$ cat config.mk
export PLATFORM = sky130hd
export DESIGN_NAME = logic_unit_arbiter
export DESIGN_NICKNAME = d
export VERILOG_FILES = /design/src/rtl/logic_unit_arbiter.sv
export SDC_FILE = /design/constraint.sdc
export NUM_CORES = 1
export LEC_CHECK = 0
export CAP_MARGIN = 20
export CORE_ASPECT_RATIO = 1.1
export CORE_UTILIZATION = 58
export CTS_CLUSTER_DIAMETER = 100
export DETAILED_ROUTE_END_ITERATION = 10
export DONT_BUFFER_PORTS = 1
export PLACE_DENSITY = 0.76
export SYNTH_ARGS = -nofsm -noshare
export SYNTH_HDL_FRONTEND = slang
export SYNTH_SLANG_ARGS = --single-unit
$ cat constraint.sdc
create_clock -name clk -period 1.55 [get_ports clk]
set_input_delay 0.31 -clock clk [delete_from_list [all_inputs] [get_ports clk]]
set_output_delay 0.31 -clock clk [all_outputs]
set_load 0.01 [all_outputs]
$ cat src/rtl/logic_unit_arbiter.sv
// logic_unit_arbiter: round-robin sharing of one 16-bit bitwise logic unit among NREQ requesters
// Ports: clk, reset (sync, active-high); req_valid/req_ready per requester with packed
// req_a/req_b (16 bits each) and req_op (2 bits each); resp_valid/resp_ready handshake carrying
// resp_data, resp_id and resp_err; busy is high outside IDLE.
// Build macro LU_XOR_EN: when defined op 11 computes a^b, otherwise op 11 returns 0 with resp_err.
module logic_unit_arbiter #(
  parameter int NREQ = 4,
  parameter int ID_W = 2
) (
  input  logic                 clk,
  input  logic                 reset,
  input  logic [NREQ-1:0]      req_valid,
  output logic [NREQ-1:0]      req_ready,
  input  logic [NREQ*16-1:0]   req_a,
  input  logic [NREQ*16-1:0]   req_b,
  input  logic [NREQ*2-1:0]    req_op,
  output logic                 resp_valid,
  input  logic                 resp_ready,
  output logic [15:0]          resp_data,
  output logic [ID_W-1:0]      resp_id,
  output logic                 resp_err,
  output logic                 busy
);
  typedef enum logic [1:0] {IDLE, EXEC, RESP} state_t;
  state_t state, state_n;
  logic [ID_W-1:0] last_grant, gnt, idx;
  logic found;
  logic [15:0] a, b, res;
  logic [1:0] op;
  logic err;
  // search starts just after the last grant and wraps at NREQ-1, not at 2^ID_W
  always_comb begin
    found = 1'b0;
    gnt = '0;
    idx = '0;
    for (int k = 1; k <= NREQ; k++) begin
      idx = ID_W'((int'(last_grant) + k) % NREQ);
      if (!found && req_valid[idx]) begin
        found = 1'b1;
        gnt = idx;
      end
    end
  end
  assign req_ready = (state == IDLE && !reset && found) ? (NREQ'(1) << gnt) : '0;
  assign busy = state != IDLE;
  always_comb begin
`ifdef LU_XOR_EN
    res = op == 2'b00 ? (a | b) : op == 2'b01 ? (a & b) : op == 2'b10 ? ~a : (a ^ b);
    err = 1'b0;
`else
    res = op == 2'b00 ? (a | b) : op == 2'b01 ? (a & b) : op == 2'b10 ? ~a : 16'h0000;
    err = op == 2'b11;
`endif
  end
  always_comb begin
    state_n = state == IDLE ? (found ? EXEC : IDLE) :
              state == EXEC ? RESP :
              (resp_ready ? IDLE : RESP);
  end
  always_ff @(posedge clk) begin
    if (reset) begin
      state <= IDLE;
      resp_valid <= 1'b0;
      resp_data <= '0;
      resp_id <= '0;
      resp_err <= 1'b0;
      last_grant <= ID_W'(NREQ - 1);
      a <= '0;
      b <= '0;
      op <= '0;
    end else begin
      state <= state_n;
      if (state == IDLE && found) begin
        a <= req_a[16*gnt +: 16];
        b <= req_b[16*gnt +: 16];
        op <= req_op[2*gnt +: 2];
        resp_id <= gnt;
        last_grant <= gnt;
      end
      if (state == EXEC) begin
        resp_data <= res;
        resp_err <= err;
        resp_valid <= 1'b1;
      end
      if (state == RESP && resp_ready) resp_valid <= 1'b0;
    end
  end
endmodule

* After elaboration in Yosys (flattened, before gate mapping) *
Index checks and enable logic that the tools add are counted.

storage, ports and cells
  word-level logic and storage cells = 68
  flip-flop bits (word level) = 58
  input port bits = 143
  output and inout port bits = 25

cells by class
  bitwise gates (word level) = 3
  equality and inequality tests = 5
  magnitude comparators = 4
  shifts and indexed selects = 4
  multiplexer cells = 24
  reduce and logical (&&, ||, !) cells = 15
  add/sub/neg operators = 4

operators by type and width
  kind                   count
  $shiftx A64 B7 Y16     2
  $mux W16               3
  $and A16 B16 Y16       1
  $not A16 Y16           1
  $or A16 B16 Y16        1
  $mux W2                7
  $lt A2 B3 Y1 const B   4
  $mux W1                9
  $bmux W1 S2            4
  $shiftx A8 B4 Y2       1
  $logic_and A1 B1 Y1    7
  $eq A2 B2 Y1 const B   3
  $add A2 B1 Y2 const B  2
  $add A2 B2 Y2 const B  2
  $eq A2 B1 Y1 const B   2
  $logic_not A1 Y1       4
  $logic_not A2 Y1       2
  $mux W4                1
  $shl A1 B2 Y4 const A  1
  $reduce_bool A2 Y1     1
  $reduce_or A2 Y1       1

* Depth between registers and ports, before layout *
  word-level depth = 15
  gate-level depth with buffers = 8
  mapped depth without buffers = 5

* Worst setup path before layout *
No wires, ideal clock.

  kind = register -> output
  start = reg state[0]
  end = out req_ready[3]
  cell stages (with the launch flop) = 7
  path slack = -0.209 ns
  data arrival time = 1.449 ns
  path through = dfxtp_1 > or2_2 > a21o_1 > buf_2 > buf_2 > nor2_1 > and3_1

between the ends
  longest elaborated chain between the ends = 4

ends and longest elaborated chain
  what                               RTL line  RTL
  start: declaration                 25        state_t state, state_n;
  start signal: assignment           72        state <= state_n;
  $logic_not A2 Y1                   44        assign req_ready = (state == IDLE && !reset && found) ? (NREQ'(1) << gnt) : '0;
  $logic_and A1 B1 Y1 (2 in series)  44
  $mux W4                            44
  end: declaration                   13        output logic [NREQ-1:0] req_ready,

Every way passes these cells.

* Worst setup path in the final report *
  start = reg last_grant[1]
  end = out req_ready[0]

between the ends
  longest elaborated chain between the ends = 15

ends and longest elaborated chain
  what                                                         RTL line  RTL
  start: declaration                                           26        logic [ID_W-1:0] last_grant, gnt, idx;
  start signal: assignment                                     67        last_grant <= ID_W'(NREQ - 1);
  start signal: assignment                                     78        last_grant <= gnt;
  $add A2 B1 Y2                                                37        idx = ID_W'((int'(last_grant) + k) % NREQ);
  $bmux W1 S2                                                  38        if (!found && req_valid[idx]) begin
  $mux W1 (not written as such)                                38
  $mux W1                                                      38
  $logic_not A1 Y1                                             38
  $logic_and A1 B1 Y1                                          38
  $mux W1                                                      38
  $logic_not A1 Y1                                             38
  $logic_and A1 B1 Y1                                          38
  $mux W1                                                      38
  $logic_not A1 Y1                                             38
  $logic_and A1 B1 Y1                                          38
  $mux W2 / $mux W1 (equally long branches)                    38
  $shl A1 B2 Y4 / $logic_and A1 B1 Y1 (equally long branches)  44
  $mux W4 *                                                    44

Mark *: on every way between the ends. The rest lies on a longest branch, timed or not. The select of a mux whose other input is x is not followed.

==> results.tsv <==
metric	value	unit
status	finished, violations left	
violations	negative setup slack	
fin_crit	1.82	ns
synth-seq-cells	58	
synth_nets	624	
startpoint_type	flip-flop	
synth_top_area_share	0.324	
multi_input_area	0.00233	sq mm
async_flop_share	0	
regArea	0.00117	sq mm
fp.dieW	77.0	microns
place_congestion	0.812	
wl_per_cell	20.4	microns
synth_most_common_cell	nand2_1	
fmax	549	MHz
crit_slowest_cell	a311o_1	
ant_nets	0	
period_share	1.18	
rrSetupSlack	-0.18	ns
portBuffers	0	
dp.final_hpwl	7.11	mm
power_density	1270	mW/mm^2
drive_above_1_share	0.216	
skew	0.0134	ns
synth_area_leader_cell	dfxtp_1	
pin_count	168	
worstPathRequired	1.24	ns
antenna_found_initial	0	
drc	0	
crit_path_cell_trace	o21bai_1 > a311o_1 > buf_6 > and2_4	
drtIter0Drc	257	
antennaDiodeCount	0	
cp-startpoint	last_grant[1]	
finalWorstSetupSlack	-0.272	ns
ir_worst_vdd	0.000597	V
fin_total_pwr	5.81	mW
crit_family	compound AO/OA/AOI/OAI gates	
synth_area_leaders	dfxtp_1 32%, a21oi_1 9.9%, mux2i_1 9.8%, a221o_1 9.2%, nand2_1 8.5%	
synth_flop_cell	dfxtp_1	
clkLatencyLatePin	0.35	ns
path_buf_inv	1	
ctsHoldBuffers	0	
nNetsFinal	638	
max-slew-margin-rel	0.726	
endpoint	req_ready[0]	
yosys-top-cells-count	81 x nand2_1, 71 x a21oi_1, 58 x dfxtp_1, 36 x inv_1, 35 x mux2i_1	
place_area	0.00381	sq mm
postSynthCellCount	481	
r2r-start	last_grant[1]	
final_util	0.778	
synth.distinct_cells	37	
grt_max_degree	60	
ys_warn_count	0	
cts_root_buffer	clkbuf_8	
grt_usage	0.347	
worst_pin_slew	0.410	ns
rsz0062_at_grt	yes	
crit_path_end_kind	primary output	
finalSetupViolCount	41	
worst-setup-path-type	reg2out	
dieArea	0.00650	sq mm
grt_pass1_wl	17.3	mm
overflow	0	
cp.depth	4	
arrival	1.51	ns
clk_pin_slew	0.08	ns
clock_sinks	58	
avgSynthCellArea	7.46	sq um
final_hold_viol_count	0	
die_h	84.5	microns
num_rows	29	
routed_wl	11.8	mm
vias	3744	
start_util	0.610	
maxCapViolCount	0	
power_leakage	1.78	nW
min-delay-start	reset	
fill_cells	402	
tritoncts	yes	
hp-class	in2reg	
reg2reg_to	b[12]	
drv_slew	0	
fin_area	0.00457	sq mm
seq_area_frac_synth	0.324	
routed_via_density	6.49	
netlist_area	0.00359	sq mm
grt_pass1_vias	3468	
core_area	0.00588	sq mm
numCtsBuffers	9	
area_growth	27.4	%
worst-path-max-fanout	4	
htree_levels	3	
slowest_delay	0.36	ns
cts_buffer_depth	2	
first_pass_iters	5	
reg2regPathDepth	7	
synth_edf_count	0	
## area by class of cell
class | instances | area share
well taps | 77 | 0.0211
clock inverters | 5 | 0.00630
clock buffers | 11 | 0.0331
inverters | 37 | 0.0309
repair buffers | 46 | 0.143
flip-flops and latches | 58 | 0.255
multi-input cells | 343 | 0.510
## sequential cells by signal, indices dropped and copies added (netlist names)
signal,cells
resp_valid,1
resp_err,1
op,2
state,2
resp_data,16
b,16
resp_id,2
last_grant,2
a,16
## cells by family (layout without fill, tap and decap cells)
family,after synthesis,count (layout),synth area share
AO/OA/AOI/OAI,172,172,0.316
AND/OR/NAND/NOR,136,136,0.159
buffers and inverters,80,99,0.104
flip-flops,58,58,0.324
multiplexers,35,35,0.0977
## stage by stage
stage	setup WS, ns	hold slack [ns]	cells	setup TNS [ns]
2_1_floorplan	-0.118	0.476	481	-3.86
3_3_place_gp	-0.133	0.386	540	-0.458
3_5_place_dp	-0.174	0.390	540	-1.43
4_1_cts	-0.237	0.0171	573	-4.20
5_1_grt	-0.285	0.00471	577	-7.42
6_report	-0.272	0.00787	577	-6.01
## worst min path at each step
stage,to,slack (ns),cells past startpoint
global route,resp_id[1],0.005,1
finish,resp_id[1],0.008,1
global placement,resp_id[1],0.39,1
floorplan,resp_data[12],0.48,2
detailed placement,resp_id[1],0.39,1
CTS,state[1],0.02,1
## report_power, final
part / internal [mW] / total [mW] / switching (mW)
combinational: 1.21 / 2.43 / 1.22
clock: 0.658 / 1.32 / 0.658
sequential: 1.77 / 2.06 / 0.291
total: 3.63 / 5.81 / 2.17
## routing by layer
metal  track usage  part of all wire
met5             0                 0
met4         0.178             0.030
met3        0.0652             0.094
met2         0.574              0.49
met1         0.430              0.39
## repair_timing
action / in CTS / in global routing
buffers inserted: 15 / 4
pin swaps: 33 / 16
endpoints found under the setup margin: 41 / 52
gates resized for setup: 46 / 42
gates cloned: 4 / 2
## worst register-to-register path: stages, from the launching register on
cell	delay [ns]
dfxtp_2	0.34
o21bai_1	0.16
a311o_1	0.36
buf_4	0.16
buf_12	0.14
a221o_1	0.32
nand2_1	0.08
o21ai_1	0.06
## placed cells by master, fill, tap and decap left out, types with 5 or more instances in the layout
cell,n
mux2i_1,27
nor3_1,14
a21oi_1,65
buf_12,12
o21ai_1,33
o21ai_0,5
nor2_1,23
dfxtp_1,54
nand2_1,79
inv_1,35
clkbuf_8,11
buf_4,15
mux2i_2,5
a2111oi_2,6
buf_6,11
a221o_1,33
(Power assumes the default switching activity.)
